**src/rtl/hyperram_arbiter.sv**
```systemverilog
// Two-port round-robin arbiter and single-dword sequencer in front of hyper_xface.
// Optional per-phase watchdog is built when HRAM_ARB_TIMEOUT_EN is defined.
module hyperram_arbiter #(
  parameter int TIMEOUT_CYCLES = 1024,
  parameter int CNT_W          = 11
) (
  input  logic        clk,
  input  logic        reset,
  input  logic        p0_req,
  input  logic        p0_we,
  input  logic [31:0] p0_addr,
  input  logic [31:0] p0_wdata,
  input  logic [3:0]  p0_be,
  output logic        p0_ack,
  output logic        p0_rvalid,
  output logic [31:0] p0_rdata,
  input  logic        p1_req,
  input  logic        p1_we,
  input  logic [31:0] p1_addr,
  input  logic [31:0] p1_wdata,
  input  logic [3:0]  p1_be,
  output logic        p1_ack,
  output logic        p1_rvalid,
  output logic [31:0] p1_rdata,
  output logic        hr_rd_req,
  output logic        hr_wr_req,
  output logic [31:0] hr_addr,
  output logic [31:0] hr_wr_d,
  output logic [3:0]  hr_wr_byte_en,
  output logic [5:0]  hr_rd_num_dwords,
  input  logic        hr_busy,
  input  logic        hr_rd_rdy,
  input  logic [31:0] hr_rd_d,
  output logic        timeout_err
);

  typedef enum logic [1:0] {IDLE, ISSUE, WAIT_BUSY, WAIT_IDLE} state_t;

  state_t state_r;
  logic   owner_r;
  logic   last_grant_r;
  logic   we_r;
  logic   grant_s;
  logic   winner_s;
  logic   rd_return_s;
  logic   timeout_hit_s;

  if ((64'd1 << CNT_W) <= 64'(TIMEOUT_CYCLES)) begin : g_cnt_w_check
    $error("CNT_W is too narrow for TIMEOUT_CYCLES");
  end

  assign hr_rd_num_dwords = 6'h01;

`ifdef HRAM_ARB_TIMEOUT_EN
  localparam logic [CNT_W-1:0] TO_LAST = CNT_W'(TIMEOUT_CYCLES - 1);
  logic [CNT_W-1:0] cnt_r;
  logic             prev_grant_r;
  logic             timeout_err_r;
  assign timeout_err = timeout_err_r;
`else
  assign timeout_err = 1'b0;
`endif

  // Winner selection, read-return qualification and watchdog expiry.
  always_comb begin
    grant_s       = 1'b0;
    winner_s      = 1'b0;
    timeout_hit_s = 1'b0;
    if (p0_req && p1_req) begin
      grant_s  = 1'b1;
      winner_s = ~last_grant_r;
    end else if (p0_req) begin
      grant_s  = 1'b1;
      winner_s = 1'b0;
    end else if (p1_req) begin
      grant_s  = 1'b1;
      winner_s = 1'b1;
    end else begin
      grant_s  = 1'b0;
      winner_s = 1'b0;
    end
`ifdef HRAM_ARB_TIMEOUT_EN
    // The phase's own exit condition takes priority over the watchdog.
    if (((state_r == WAIT_BUSY) && !hr_busy) || ((state_r == WAIT_IDLE) && hr_busy)) begin
      timeout_hit_s = (cnt_r == TO_LAST);
    end else begin
      timeout_hit_s = 1'b0;
    end
`endif
    rd_return_s = hr_rd_rdy && !we_r && !timeout_hit_s &&
                  ((state_r == WAIT_BUSY) || (state_r == WAIT_IDLE));
  end

  // Sequencer FSM with all outputs registered.
  always_ff @(posedge clk) begin
    if (reset) begin
      state_r       <= IDLE;
      owner_r       <= 1'b0;
      last_grant_r  <= 1'b1;
      we_r          <= 1'b0;
      p0_ack        <= 1'b0;
      p1_ack        <= 1'b0;
      p0_rvalid     <= 1'b0;
      p1_rvalid     <= 1'b0;
      p0_rdata      <= 32'h0000_0000;
      p1_rdata      <= 32'h0000_0000;
      hr_rd_req     <= 1'b0;
      hr_wr_req     <= 1'b0;
      hr_addr       <= 32'h0000_0000;
      hr_wr_d       <= 32'h0000_0000;
      hr_wr_byte_en <= 4'h0;
`ifdef HRAM_ARB_TIMEOUT_EN
      cnt_r         <= '0;
      prev_grant_r  <= 1'b1;
      timeout_err_r <= 1'b0;
`endif
    end else begin
      p0_ack    <= 1'b0;
      p1_ack    <= 1'b0;
      p0_rvalid <= 1'b0;
      p1_rvalid <= 1'b0;
      hr_rd_req <= 1'b0;
      hr_wr_req <= 1'b0;
`ifdef HRAM_ARB_TIMEOUT_EN
      timeout_err_r <= 1'b0;
`endif
      if (rd_return_s) begin
        if (owner_r) begin
          p1_rdata  <= hr_rd_d;
          p1_rvalid <= 1'b1;
        end else begin
          p0_rdata  <= hr_rd_d;
          p0_rvalid <= 1'b1;
        end
      end
      case (state_r)
        IDLE: begin
          if (grant_s && !hr_busy) begin
            owner_r       <= winner_s;
            last_grant_r  <= winner_s;
            we_r          <= winner_s ? p1_we    : p0_we;
            hr_addr       <= winner_s ? p1_addr  : p0_addr;
            hr_wr_d       <= winner_s ? p1_wdata : p0_wdata;
            hr_wr_byte_en <= winner_s ? p1_be    : p0_be;
            p0_ack        <= ~winner_s;
            p1_ack        <= winner_s;
            state_r       <= ISSUE;
`ifdef HRAM_ARB_TIMEOUT_EN
            prev_grant_r  <= last_grant_r;
`endif
          end
        end
        ISSUE: begin
          hr_wr_req <= we_r;
          hr_rd_req <= ~we_r;
          state_r   <= WAIT_BUSY;
`ifdef HRAM_ARB_TIMEOUT_EN
          cnt_r     <= '0;
`endif
        end
        WAIT_BUSY, WAIT_IDLE: begin
          if ((state_r == WAIT_BUSY) && hr_busy) begin
            state_r <= WAIT_IDLE;
`ifdef HRAM_ARB_TIMEOUT_EN
            cnt_r   <= '0;
`endif
          end else if ((state_r == WAIT_IDLE) && !hr_busy) begin
            state_r <= IDLE;
          end else if (timeout_hit_s) begin
            state_r <= IDLE;
`ifdef HRAM_ARB_TIMEOUT_EN
            // An aborted transaction must not count as this port's turn.
            timeout_err_r <= 1'b1;
            last_grant_r  <= prev_grant_r;
`endif
          end else begin
`ifdef HRAM_ARB_TIMEOUT_EN
            cnt_r <= cnt_r + CNT_W'(1);
`endif
          end
        end
        default: state_r <= IDLE;
      endcase
    end
  end

endmodule

```
**config.mk**
```make
export PLATFORM = sky130hd
export DESIGN_NAME = hyperram_arbiter
export DESIGN_NICKNAME = d
export VERILOG_FILES = /design/src/rtl/hyperram_arbiter.sv
export SDC_FILE = /design/constraint.sdc
export NUM_CORES = 1
export LEC_CHECK = 0
export CORE_MARGIN = 3
export CORE_UTILIZATION = 30
export DETAILED_ROUTE_END_ITERATION = 6
export PLACE_DENSITY_LB_ADDON = 0.2
export SLEW_MARGIN = 25
export SYNTH_ARGS = -nofsm -noshare
export SYNTH_HDL_FRONTEND = slang
export SYNTH_SLANG_ARGS = --single-unit
```
**constraint.sdc**
```tcl
create_clock -name clk -period 2.2 [get_ports clk]
set_input_delay 0.44 -clock clk [delete_from_list [all_inputs] [get_ports clk]]
set_output_delay 0.44 -clock clk [all_outputs]
set_load 0.01 [all_outputs]
```
Word level (Yosys, flattened, before mapping)
Index checks and enable logic that the tools add are counted.
{ "classes": {"add_sub_neg": 0, "mul": 0, "div_mod_pow": 0, "magnitude_cmp": 0, "n_eq_ne": 5, "shift": 0, "n_mux": 15, "bitwise_logic": 8, "reduce_logical": 18} }
{ "ops": {"columns": ["cell", "n"], "rows": [
  ["32-bit two-way mux", 2],
  ["1-bit two-way mux", 8],
  ["1-bit inverter", 8],
  ["2-bit AND reduction", 4],
  ["1-bit logical AND", 6],
  ["2-bit two-way mux", 3],
  ["2-bit one-hot mux with 3 select lines", 1],
  ["2-bit OR reduction", 3],
  ["2-bit == test (second input constant)", 2],
  ["4-bit two-way mux", 1],
  ["3-bit inequality test (second input constant)", 1],
  ["3-bit OR reduction", 1],
  ["2-bit by 1-bit == test with 1-bit output (second input constant)", 1],
  ["1-bit zero test", 2],
  ["2-bit zero test", 1],
  ["2-bit inequality test (second input constant)", 1],
  ["1-bit logical OR", 1]
]} }
{ "word_totals": {"ff_bits": 143, "latch_bits": 0, "mem_bits_rw": 0, "romBits": 0, "inputBits": 176, "output_inout_bits": 145, "elab_cells": 61, "n_memories": 0} }

Longest topological paths before layout
{ "depth": {"depth_word": 6, "depth_mapped": 6, "mapped_depth_nobuf": 3} }

Worst setup path after synthesis
OpenSTA, ideal clock, no wires.
{ "synth_timing": {"path_kind": "input to register", "from": "input port reset", "to": "register hr_addr[21]", "setup_time_ps": 119, "t_arrival_ps": 1452, "t_required_ps": 2081, "slack_ps": 630, "path_stages": 6, "n_path_buf": 3, "path_cell_list": "buf_2 -> o21bai_1 -> buf_2 -> buf_2 -> o22ai_2 -> o221a_1"} }
{ "synth_lines": {"columns": ["element", "line_no", "source"], "rows": [
  ["start, declared", "8", "input logic reset,"],
  ["end signal, assigned", "142", "hr_addr <= winner_s ? p1_addr : p0_addr;"],
  ["end, declared", "27", "output logic [31:0] hr_addr,"]
]} }

Worst setup path in the final report
{ "layout_timing": {"from": "register hr_addr[6]", "to": "output port hr_addr[6]"} }
No word-level cell between the ends.

==> results.md <==
- Internal: 5.49 mW
- Fin. max-slew vios: 0
- Net count, final: 1105
- CP delay by family, top: buffers and inverters
- Root buffer cell: clkbuf_16
- Cell Pwr Density: 757 nW/um^2
- Final WL: 19900 um
- Post CTS Setup Buffer Count: 0
- GRT Residual Overflow: 0
- WL met2: 9400 um
- Final hold vios: 0
- R2R depth: 4
- Crit start category: register
- Switching pwr: 1.87 mW
- CP max FO: 2
- R2r setup slk: 0.49 ns
- Post-synthesis cell area: 5730 sq um
- CTS tree: done
- Clk_lat worst skew: 0.41 ns
- Max Clk Rate: 565 MHz
- M1 WL: 7980 um
- Die H: 144 um
- Port Buffers: 313
- Worst Hold Class: reg2reg
- Largest net degree at the start of global routing: 92
- Maxcap violations: 0
- Synth top area cells: dfxtp_1, o221a_2, nand2_1, o22ai_1, a21oi_1
- Initial antenna violation count: 0
- Layout cells sized above 1: 12.6%
- Post-DRT Antenna Nets: 0
- Via Count: 5657
- Clk buf depth: 2
- Area delta synth->final: 69.6%
- Core area: 18400 sq um
- Fin worst setup slack: 0.431 ns
- CP peak stage delay: 0.55 ns
- Die Width: 144 um
- Hold Crit Depth: 2
- Final Wtd Congestion: 0.749
- Worst-Margin Slew: 0.557 ns
- Crit. End Element: primary output
- Pre-CTS WS: 0.0473 ns
- Worst reg2reg path endpoint: hr_addr[1]
- Drt wl/cell: 17.0 um
- Register bit total from synthesis: 143
- Sw frac: 25.4%
- Commonest non-fill, non-tap cells in the layout: clkdlybuf4s50_1, dfxtp_1, nand2_1
- Commonest non-fill, non-tap cell in the layout: clkdlybuf4s50_1
- Global Route Usage Sum: 18.4%
- Post-cts gate resize count: 0
- Vias in the first global route: 5622
- Clk_skew: 0.0127 ns
- Critical Path, Cell by Cell: clkdlybuf4s50_1
- Met3 WL: 1940 um
- Status: completed
- Post-synthesis sequential area ratio: 49.9%
- Multi-input gate area: 2330 sq um
- First-pass DRT Iterations: 4
- First-pass GRT wire length: 30100 um
- Routed vias/inst: 4.83
- Top Layer Used: met4
- Required time of the critical path: 1.76 ns
- CP max stage cell: clkdlybuf4s50_1
- Ant diodes: 0
- Tcrit/Tclk final: 80.4%
- Tmin final: 1.77 ns
- Seq pwr share: 39.1%
- CTS Buf Count: 17
- HP Start: p1_rdata[24]
- CTS Hold Bufs: 0
- Register area: 2860 sq um
- Final setup fails: 0
- Clock-pin slew on the worst setup and hold paths: 0.06 ns
- Boundary Pins: 321
- DR DRC count: 0
- Lkg Pwr: 3.47 nW
- Relative max-transition margin: 62.8%
- Comb power frac: 19.3%
- CP Buf/Inv Count: 1
- Row count: 49
- Yosys cell types: 29
- Top cell type's share of synthesized area: 49.9%
- Synth area leader: dfxtp_1
- VDD IR max: 0.494 mV
- Filler cell count: 1709
- CTS sink cnt: 143
- Syn avg cell area: 8.92 sq um
- Initial drt markers: 294
- Setup TNS Final: 0 ns
- RSZ-0062 raised after global routing: false
- Hold Path Sink: p1_rdata[24]
- Setup CP Type: reg2out
- Die area: 20800 sq um
- Gate count after technology mapping: 643
- R2r startpoint: state_r[1]
- H-tree levels: 4
- Clock power share: 41.6%
- Yosys warnings: 0
- DP HPWL: 13500 um
- Critical path arrival: 1.33 ns
- Initial core utilization: 31.2%
[routing by layer]
layer | vias up | global-route usage [%]
li1 | 2817 | -
met1 | 2571 | 21.2
met2 | 237 | 29.8
met3 | 32 | 8.33
met4 | 0 | 7.17
met5 | - | 0
[state kept, by name, summed over array words and instances (netlist names)]
signal / flops
owner_r: 1
last_grant_r: 1
hr_wr_byte_en: 4
hr_addr: 32
state_r: 2
p0_ack: 1
hr_rd_req: 1
p0_rvalid: 1
hr_wr_d: 32
hr_wr_req: 1
p0_rdata: 32
we_r: 1
p1_ack: 1
p1_rvalid: 1
p1_rdata: 32
[cell type report]
class                           instances  share of cell area [%]
Multi-Input combinational cell        366                    24.0
Timing Repair Buffer                  330                    34.4
Clock buffer                           19                    4.66
Sequential cell                       143                    29.4
Tap cell                              229                    2.95
Inverter                               71                    2.74
Clock inverter                         13                    1.80
[power groups by stage]
stage / clock [mW] / combinational, mW / sequential (mW)
after floorplan: 0 / 0.538 / 3.00
after global placement: 0 / 1.43 / 2.93
after detailed placement: 0 / 1.43 / 2.93
after CTS: 3.15 / 1.43 / 2.88
after global routing: 3.26 / 1.53 / 2.90
final: 3.06 / 1.42 / 2.88
[cell families after synthesis]
group,after synthesis,synth area share (%)
other,2,0.131
AOI/OAI and AO/OA,208,28.4
buffers and inverters,139,10.4
DFF,143,49.9
and+or+nand+nor,151,11.1
[Yosys cell counts]
master and count:
buf_4 7, o221a_1 17, o22ai_1 58, a21oi_1 66
nor4bb_1 1, nor4b_2 1, nand2b_1 3, nand4bb_1 1
clkbuf_1 27, buf_1 5, o211ai_1 1, buf_2 27
nand4b_1 1, and3_1 1, o221a_2 52, and4b_1 1
o21bai_1 1, o21ai_1 2, inv_1 71, dfxtp_1 143
a211o_1 1, nand2_1 131, nor4b_4 1, nor2_1 7
or3_1 1, conb_1 2, buf_6 2, nor3_1 2
o22ai_2 10
[per-stage QoR]
| stage | instances | total power [mW] | hold slack, ns | instance area (sq um) | util (%) |
|---|---|---|---|---|---|
| 4_1_cts | 1171 | 7.46 | 0.453 | 9720 | 52.9 |
| 3_3_place_gp | 1139 | 4.36 | 0.442 | 9100 | 49.5 |
| 6_report | 1171 | 7.36 | 0.451 | 9720 | 52.9 |
| 2_1_floorplan | 648 | 3.54 | 0.466 | 5750 | - |
| 3_5_place_dp | 1139 | 4.36 | 0.446 | 9100 | 49.5 |
| 5_1_grt | 1171 | 7.69 | 0.470 | 9720 | 52.9 |
[worst max path at each step]
stage,cells past startpoint,start,end,slack (ns)
after floorplan,6,reset,hr_addr[21],0.63
after global placement,5,hr_busy,hr_addr[4],0.08
after detailed placement,5,hr_busy,hr_addr[16],0.05
after CTS,1,hr_addr[20],hr_addr[20],0.39
after global routing,1,hr_wr_d[13],hr_wr_d[13],0.35
final,1,hr_addr[6],hr_addr[6],0.43
Note: power is estimated with default switching activity, not from simulation.
